===== config.mk =====
export PLATFORM = sky130hd
export DESIGN_NAME = alu_seq
export DESIGN_NICKNAME = d
export VERILOG_FILES = /design/src/rtl/alu_pkg.sv /design/src/rtl/alu_core.sv /design/src/rtl/alu_seq.sv
export SDC_FILE = /design/constraint.sdc
export NUM_CORES = 1
export LEC_CHECK = 0
export ABC_AREA = 1
export CAP_MARGIN = 0
export CELL_PAD_IN_SITES_DETAIL_PLACEMENT = 1
export CELL_PAD_IN_SITES_GLOBAL_PLACEMENT = 1
export CORE_MARGIN = 2
export CORE_UTILIZATION = 41
export DETAILED_ROUTE_END_ITERATION = 8
export GPL_ROUTABILITY_DRIVEN = 0
export PLACE_DENSITY = 0.77
export SETUP_SLACK_MARGIN = 0.4
export SLEW_MARGIN = 10
export SYNTH_ARGS = -nofsm -noshare
export SYNTH_HDL_FRONTEND = slang
export SYNTH_SLANG_ARGS = --single-unit

===== constraint.sdc =====
create_clock -name clk -period 2.9 [get_ports clk]
set_clock_uncertainty 0.2 [all_clocks]
set_input_delay 0.435 -clock clk [delete_from_list [all_inputs] [get_ports clk]]
set_output_delay 0.435 -clock clk [all_outputs]
set_load 0.02 [all_outputs]

===== src/rtl/alu_pkg.sv =====
// Shared opcode constants and FSM state encoding for the sequential ALU.
package alu_pkg;

  localparam logic [2:0] OP_PASSA = 3'b000;
  localparam logic [2:0] OP_CMP   = 3'b001;
  localparam logic [2:0] OP_PASSB = 3'b010;
  localparam logic [2:0] OP_ADD   = 3'b011;
  localparam logic [2:0] OP_NAND  = 3'b100;
  localparam logic [2:0] OP_ADC   = 3'b101;
  localparam logic [2:0] OP_XOR   = 3'b110;
  localparam logic [2:0] OP_MUL   = 3'b111;

  typedef enum logic {
    ST_IDLE = 1'b0,
    ST_MUL  = 1'b1
  } state_e;

endpackage


===== src/rtl/alu_core.sv =====
// Combinational single-cycle ALU datapath: logic ops plus (WIDTH+1)-bit
// arithmetic with carry/borrow and zero flags. Multiply is not handled here.
import alu_pkg::*;

module alu_core #(
  parameter int WIDTH = 4
) (
  input  logic [2:0]       cmd_i,
  input  logic [WIDTH-1:0] a_i,
  input  logic [WIDTH-1:0] b_i,
  input  logic             cin_i,
  output logic [WIDTH-1:0] res_o,
  output logic             cout_o,
  output logic             zero_o
);

  logic [WIDTH:0] ext_a;
  logic [WIDTH:0] ext_b;
  logic [WIDTH:0] sum;
  logic           arith;

  // Select the operation; arithmetic ops derive result and both flags from
  // the extended sum, all other ops leave both flags forced low.
  always_comb begin
    ext_a  = {1'b0, a_i};
    ext_b  = {1'b0, b_i};
    sum    = '0;
    arith  = 1'b0;
    res_o  = '0;
    cout_o = 1'b0;
    zero_o = 1'b0;
    case (cmd_i)
      OP_PASSA: res_o = a_i;
      OP_CMP: begin
        sum   = ext_a - ext_b;
        arith = 1'b1;
      end
      OP_PASSB: res_o = b_i;
      OP_ADD: begin
        sum   = ext_a + ext_b;
        arith = 1'b1;
      end
      OP_NAND: res_o = ~(a_i & b_i);
      OP_ADC: begin
        sum   = ext_a + ext_b + {{WIDTH{1'b0}}, cin_i};
        arith = 1'b1;
      end
      OP_XOR: res_o = a_i ^ b_i;
      default: res_o = '0;
    endcase
    if (arith) begin
      res_o  = sum[WIDTH-1:0];
      cout_o = sum[WIDTH];
      zero_o = (sum == '0);
    end
  end

endmodule


===== src/rtl/alu_seq.sv =====
// Sequential ALU: single-cycle ops complete in one cycle through alu_core;
// unsigned multiply runs as a WIDTH-step shift-add while in_ready is low.
import alu_pkg::*;

module alu_seq #(
  parameter int WIDTH = 4
) (
  input  logic             clk,
  input  logic             reset,
  input  logic             in_valid,
  output logic             in_ready,
  input  logic [2:0]       command,
  input  logic [WIDTH-1:0] A,
  input  logic [WIDTH-1:0] B,
  output logic [WIDTH-1:0] result,
  output logic             carry,
  output logic             zero,
  output logic             out_valid
);

  localparam int         PW        = 2 * WIDTH;
  localparam logic [5:0] LAST_STEP = 6'(WIDTH - 1);

  state_e           state_q, state_d;
  logic             accept;
  logic             mul_last;
  logic [PW-1:0]    mcand_q, mcand_d;
  logic [PW-1:0]    acc_q, acc_d;
  logic [PW-1:0]    acc_sum;
  logic [WIDTH-1:0] mplier_q, mplier_d;
  logic [5:0]       step_q, step_d;
  logic [WIDTH-1:0] result_q, result_d;
  logic             carry_q, carry_d;
  logic             zero_q, zero_d;
  logic             vld_q, vld_d;
  logic [WIDTH-1:0] core_res;
  logic             core_cout;
  logic             core_zero;

  alu_core #(.WIDTH(WIDTH)) u_core (
    .cmd_i  (command),
    .a_i    (A),
    .b_i    (B),
    .cin_i  (carry_q),
    .res_o  (core_res),
    .cout_o (core_cout),
    .zero_o (core_zero)
  );

  assign accept   = in_valid && in_ready;
  assign mul_last = (state_q == ST_MUL) && (step_q == LAST_STEP);
  // One shift-add step: add the shifted multiplicand when the current multiplier LSB is set.
  assign acc_sum  = acc_q + (mplier_q[0] ? mcand_q : {PW{1'b0}});

  // FSM state register.
  always_ff @(posedge clk) begin
    if (reset) state_q <= ST_IDLE;
    else       state_q <= state_d;
  end

  // FSM next state: enter MUL on an accepted multiply, leave after the last step.
  always_comb begin
    state_d = state_q;
    case (state_q)
      ST_IDLE: if (accept && command == OP_MUL) state_d = ST_MUL;
      ST_MUL:  if (step_q == LAST_STEP)         state_d = ST_IDLE;
      default: state_d = ST_IDLE;
    endcase
  end

  // FSM outputs: commands are only taken while idle.
  always_comb begin
    in_ready = (state_q == ST_IDLE);
  end

  // Multiplier next state: load operands on accept, shift one step per MUL cycle.
  always_comb begin
    mcand_d  = mcand_q;
    mplier_d = mplier_q;
    acc_d    = acc_q;
    step_d   = step_q;
    if (state_q == ST_MUL) begin
      mcand_d  = mcand_q << 1;
      mplier_d = mplier_q >> 1;
      acc_d    = acc_sum;
      step_d   = step_q + 6'd1;
    end else if (accept && command == OP_MUL) begin
      mcand_d  = {{WIDTH{1'b0}}, A};
      mplier_d = B;
      acc_d    = '0;
      step_d   = '0;
    end
  end

  // Multiplier registers.
  always_ff @(posedge clk) begin
    if (reset) begin
      mcand_q  <= '0;
      mplier_q <= '0;
      acc_q    <= '0;
      step_q   <= '0;
    end else begin
      mcand_q  <= mcand_d;
      mplier_q <= mplier_d;
      acc_q    <= acc_d;
      step_q   <= step_d;
    end
  end

  // Output next state: load on a completion, otherwise hold and drop out_valid.
  always_comb begin
    result_d = result_q;
    carry_d  = carry_q;
    zero_d   = zero_q;
    vld_d    = 1'b0;
    if (mul_last) begin
      result_d = acc_sum[WIDTH-1:0];
      carry_d  = |acc_sum[PW-1:WIDTH];
      zero_d   = (acc_sum == '0);
      vld_d    = 1'b1;
    end else if (accept && command != OP_MUL) begin
      result_d = core_res;
      carry_d  = core_cout;
      zero_d   = core_zero;
      vld_d    = 1'b1;
    end
  end

  // Output registers.
  always_ff @(posedge clk) begin
    if (reset) begin
      result_q <= '0;
      carry_q  <= 1'b0;
      zero_q   <= 1'b0;
      vld_q    <= 1'b0;
    end else begin
      result_q <= result_d;
      carry_q  <= carry_d;
      zero_q   <= zero_d;
      vld_q    <= vld_d;
    end
  end

  assign result    = result_q;
  assign carry     = carry_q;
  assign zero      = zero_q;
  assign out_valid = vld_q;

endmodule


# Yosys cells after proc, flatten, opt, wreduce, memory -nomap -nowiden
# Cells that the tools add are included.
dict set report totals {
  inputBits 14
  regBits 34
  out_inout_bits 8
}
dict set report classes {
  bitwise_logic 4
  mux 26
  n_eq_ne 9
  n_reduce_logical 12
  add_sub_neg 5
}
# op n
set ops {}
lappend ops {{$mux 8} 5}
lappend ops {{$pmux 4 s4} 1}
lappend ops {{$pmux 5 s3} 1}
lappend ops {{$eq 3x3->1 const B} 4}
lappend ops {{$mux 4} 3}
lappend ops {{$mux 6} 2}
lappend ops {{$mux 1} 11}
lappend ops {{$add 8x8->8} 1}
lappend ops {{$logic_not 8->1} 1}
lappend ops {{$add 6x1->6 const B} 1}
lappend ops {{$eq 3x2->1 const B} 2}
lappend ops {{$eq 6x2->1 const B} 1}
lappend ops {{$mux 3} 2}
lappend ops {{$add 4x4->5} 1}
lappend ops {{$add 5x1->5} 1}
lappend ops {{$logic_not 5->1} 1}
lappend ops {{$sub 4x4->5} 1}
lappend ops {{$and 4x4->4} 1}
lappend ops {{$logic_and 1x1->1} 4}
lappend ops {{$not 4->4} 1}
lappend ops {{$reduce_bool 2->1} 2}
lappend ops {{$reduce_or 4->1} 1}
lappend ops {{$xor 4x4->4} 1}
lappend ops {{$eq 3x1->1 const B} 1}
lappend ops {{other kinds (6)} 6}

# Depth between registers and ports, before layout
dict set report logic_depth {
  ltp_word 7
  ltp_mapped 18
  ltp_nobuf 17
}

# Cells and area by module
# From an unflattened synthesis, not the netlist that was laid out.
dict set report hier_totals {
  cells_unflattened 392
  area_unflattened_um2 2546.2
}
# mod cells_each area_each_um2 n_inst seq_area_each_um2
set by_module_without_submodules {}
lappend by_module_without_submodules {alu_seq 262 1850.5 1 680.7}
lappend by_module_without_submodules {alu_core 130 695.7 1 0.0}

# Worst setup path before layout
# No wires, ideal clock.
dict set report synth_path {
  kind {in2reg}
  start {in A[0]}
  end {reg zero_q (netlist: zero)}
  slack_ns 0.616
  path_buffers 0
  cell_stages 16
  arrival_ns 1.975
  required_ns 2.591
  path_cell_list {ha_1 inv_1 fa_1 inv_1 ha_1 inv_1 nor2_1 nand3_1 nand2_1 nand3_1 nand2_1 inv_1 nand2_1 nand3_1 nand2_1 inv_1}
}
dict set report synth_between {
  elab_chain_cells 7
  elab_cells_between_ends 8
}
# item line
set synth_lines {}
lappend synth_lines {{from (decl)} alu_seq.sv:13} ;# input logic [WIDTH-1:0] A,
lappend synth_lines {{$add 4x4->5} {alu_core.sv:40, alu_core.sv:45}}
lappend synth_lines {{$add 5x1->5} alu_core.sv:45} ;# sum = ext_a + ext_b + {{WIDTH{1'b0}}, cin_i};
lappend synth_lines {{$pmux 5 s3 *} alu_core.sv:32} ;# case (cmd_i)
lappend synth_lines {{$logic_not 5->1 *} alu_core.sv:54} ;# zero_o = (sum == '0);
lappend synth_lines {{$mux 1 *} alu_core.sv:51} ;# if (arith) begin
lappend synth_lines {{$mux 1 *} alu_seq.sv:121} ;# end else if (accept && command != OP_MUL) begin
lappend synth_lines {{$mux 1 *} alu_seq.sv:116} ;# if (mul_last) begin
lappend synth_lines {{to (signal assigned)} alu_seq.sv:139} ;# zero_q <= zero_d;
lappend synth_lines {{to (decl)} alu_seq.sv:34} ;# logic zero_q, zero_d;
# Every way passes the cells marked *; elsewhere a longest branch is shown, timed or not. The select of a mux whose other input is x is not followed.
# A chain may end at the register's enable or synchronous reset.

# Worst setup path in the final report
# Same ends and word-level chain as after synthesis.

==> key figures <==
Worst setup path
  • Slowest stage cell, crit path: fa_1
  • Cell breakdown of the critical path: dlygate4sd2_1 -> ha_2 -> inv_1 -> fa_1 -> inv_2 -> ha_2 -> nand2_1 -> nand3_2 -> nor2_1 -> nand3_1 -> nor2_1 -> nand2_1 -> nand3_1 -> nand2_1 -> inv_1
  • Critical path startpoint category: primary input
  • Setup crit end kind: flip-flop
  • FF-to-FF Start: mplier_q[0]
  • CP Class: in -> reg
  • Worst EP arrival: between 2000 and 2500 ps
  • R2r endpoint: carry
  • Crit-path max cell delay: roughly 490 ps
  • Most common cell on crit path: nand2_1
  • Crit-path max FO: 2
  • Worst Path Required: between 2000 and 3000 ps
  • R2R Setup Slk: between 600 and 700 ps
  • Worst R2R Path Depth: 14

Yosys
  • FF+latch count, synth: 34
  • Post-synth EDFFs: 0
  • Syn Inst Count: 370
  • Top cells by count, synth: 107 x nand2_1, 61 x inv_1, 34 x dfxtp_1, 29 x a21oi_1, 28 x nor2_1
  • Cell variety after synth: 35
  • Fraction of the yosys area taken by sequential cells: roughly 28%
  • Top cell type by total area after synthesis: dfxtp_1
  • Asr flop ratio synth: 0%
  • Count leader, synth: nand2_1
  • Ys Warns: 0
  • Post-Syn Nets: 405
  • Synth area leaders: dfxtp_1 28%, nand2_1 17%, inv_1 9.4%, ha_1 9.3%, a21oi_1 6.0%
  • Dominant synthesized flop cell: dfxtp_1
  • Synth top area share: between 20% and 30%
  • Mapped Area: about 2400 sq um
  • Syn Area/Cell: about 6.6 sq um

Floorplan
  • Core area: roughly 5800 sq um
  • Num rows: 28
  • Die area: between 6000 and 7000 sq um
  • Initial Utilization: between 40% and 50%
  • Width of the die: ~80 microns
  • IO Pins: 22
  • Die height: slightly above 80 microns

STA
  • Period utilization: 81.9%
  • WHS: 273 ps
  • RSZ-0062 raised after global routing: yes
  • Post-Route Setup TNS: 0 ps
  • Worst setup slack after layout: 526 ps
  • Final setup vio count: 0
  • F_max: approximately 420 MHz
  • Hold Violations, Final: 0
  • Worst slew margin: 77.0%
  • Max Slew Vio Count: 0
  • Final Critical Period: between 2000 and 2500 ps
  • Worst-margin pin slew: about 340 ps

Run
  • # Max-Cap Violations: 0

Drt
  • DR WL/cell: between 10 and 15 microns
  • Post-route ant nets: 0
  • Met3 wire length: around 160 microns
  • DRT met1 WL: 3420 microns
  • Top layer in use: met4
  • DRT Pass-1 Iters: 4
  • DRT iter0 DRCs: 63
  • Vias/cell: just over 5
  • Vias: about 2.5k
  • # DRC: 0
  • DR WL met2: about 3400 microns
  • Routed WL: between 6000 and 7000 microns

Place
  • Buffers on Ports: 21
  • Post-Place Setup Slack: -32.7 ps
  • Placed insts: approximately 470
  • Placed Area: between 2000 and 3000 sq um
  • Detailed Place HPWL: 5370 microns

Worst hold path
  • Hold Path Class: reg -> reg
  • Min-delay src: mcand_q[7]
  • Hold Path End: mcand_q[7]
  • Hold depth: 2

Global route
  • Gr usage total: a little under a quarter
  • Initial antenna violation count: 0
  • Total gr overflow: 0
  • Number of global-route vias before repair: about 2.5k
  • Global-route wire length before repair: about 12000 microns
  • Pin count of the biggest net entering global routing: 28

Pwr
  • Clk network pwr share: between 40 and 50%
  • Peak VDD IR: 0.000236 V
  • Pwr dens: ~420 nW/um^2
  • Leakage power: approximately 1.4 nW
  • P_int: approximately 920 uW
  • Sw Ratio: around 27%
  • Sw Pwr: 343 uW
  • Power share of the sequential group: between 30 and 40%
  • Tot Pwr: 1.26 mW
  • Logic gate share of total power: between 10% and 20%

Finish
  • Design area: approximately 3000 sq um
  • Layout net count: ~440
  • Share of cells above drive strength 1: 13.4%
  • ANT cells: 0
  • Area grow syn2layout: 23.2%
  • Non-Filler Instances: 478
  • Fin util: 51.4%
  • Fill count: ~800

Clock tree
  • Num CTS Buffers: 5
  • CTS clock-pin slew for the worst setup and hold paths: 80 ps
  • Sink Count: 34
  • TritonCTS clock tree: built
  • Htree depth: 2
  • Clk_lat worst skew: ~290 ps
  • Clock root cell: clkbuf_8
  • Clk buf depth: 2

Run status
  • Status: finished clean
==> what timing repair did <==
| item | in CTS | in global routing |
|---|---|---|
| cloned | 0 | 0 |
| setup buffers | 0 | 2 |
| gates resized for setup | 11 | 21 |
| setup endpoints to repair | 4 | 3 |
| pin swaps | 1 | 4 |
| hold buffers | 0 | 0 |
==> area by class of cell <==
class	instances	area (sq um)	area share, %
clock buffer	5	68.8	2.30
clock inverter	3	68.8	2.30
inverter	62	233	7.79
multi-input combinational	264	1530	51.1
sequential	34	682	22.8
tap	75	93.8	3.14
timing repair buffer	35	314	10.5
==> registers in the layout, indices dropped and copies added (netlist names) <==
signal,cells
zero,1
mcand_q,8
carry,1
acc_q,8
step_q,6
mplier_q,4
out_valid,1
state_q,1
result,4
==> critical path, delay by kind of cell <==
family	cells	cell delay, ps
buffers and inverters	4	380
AND/OR/NAND/NOR	8	650
adder cells (fa/ha/maj)	3	940
==> metal layers <==
metal  GRT usage [%]  vias up
met3            3.11        2
met5               0        -
met4            5.42        0
li1                -     1268
met2            37.9       33
met1            30.8     1158
==> worst max path at each step <==
stage / startpoint / to / slack [ps]
after floorplan: A[0] / zero / 620
after global placement: B[0] / zero / 30
after detailed placement: B[0] / zero / -30
after CTS: B[2] / result[3] / 400
after global routing: mplier_q[0] / carry / 380
final: A[0] / zero / 530
==> cell families (layout without fill, tap and decap cells) <==
family	count (synthesis)	count (layout)	synth area share [%]
AOI/OAI and AO/OA	60	60	15.5
xor gates and xnor gates	4	4	1.45
adders and majority gates	21	21	11.8
buffers and inverters	72	105	11.9
DFF	34	34	28.1
and+or+nand+nor	179	179	31.4
==> power groups by stage <==
stage / sequential (mW) / clock (mW) / combinational (mW)
3_5_place_dp: 0.499 / 0 / 0.217
4_1_cts: 0.488 / 0.543 / 0.223
6_report: 0.488 / 0.536 / 0.237
5_1_grt: 0.490 / 0.567 / 0.263
2_1_floorplan: 0.505 / 0 / 0.121
3_3_place_gp: 0.498 / 0 / 0.211
==> placed cells by master, fill, tap and decap left out, drive strengths merged, types with 7 or more instances in the layout <==
master,Yosys,layout
a21oi,29,29
ha,18,18
nand4,7,7
nand3,28,28
o21ai,9,9
inv,62,62
buf,6,14
nor2,29,29
clkdlybuf4s50,0,16
nand2,107,107
dfxtp,34,34
No activity file was read; power rests on OpenSTA's default activity.
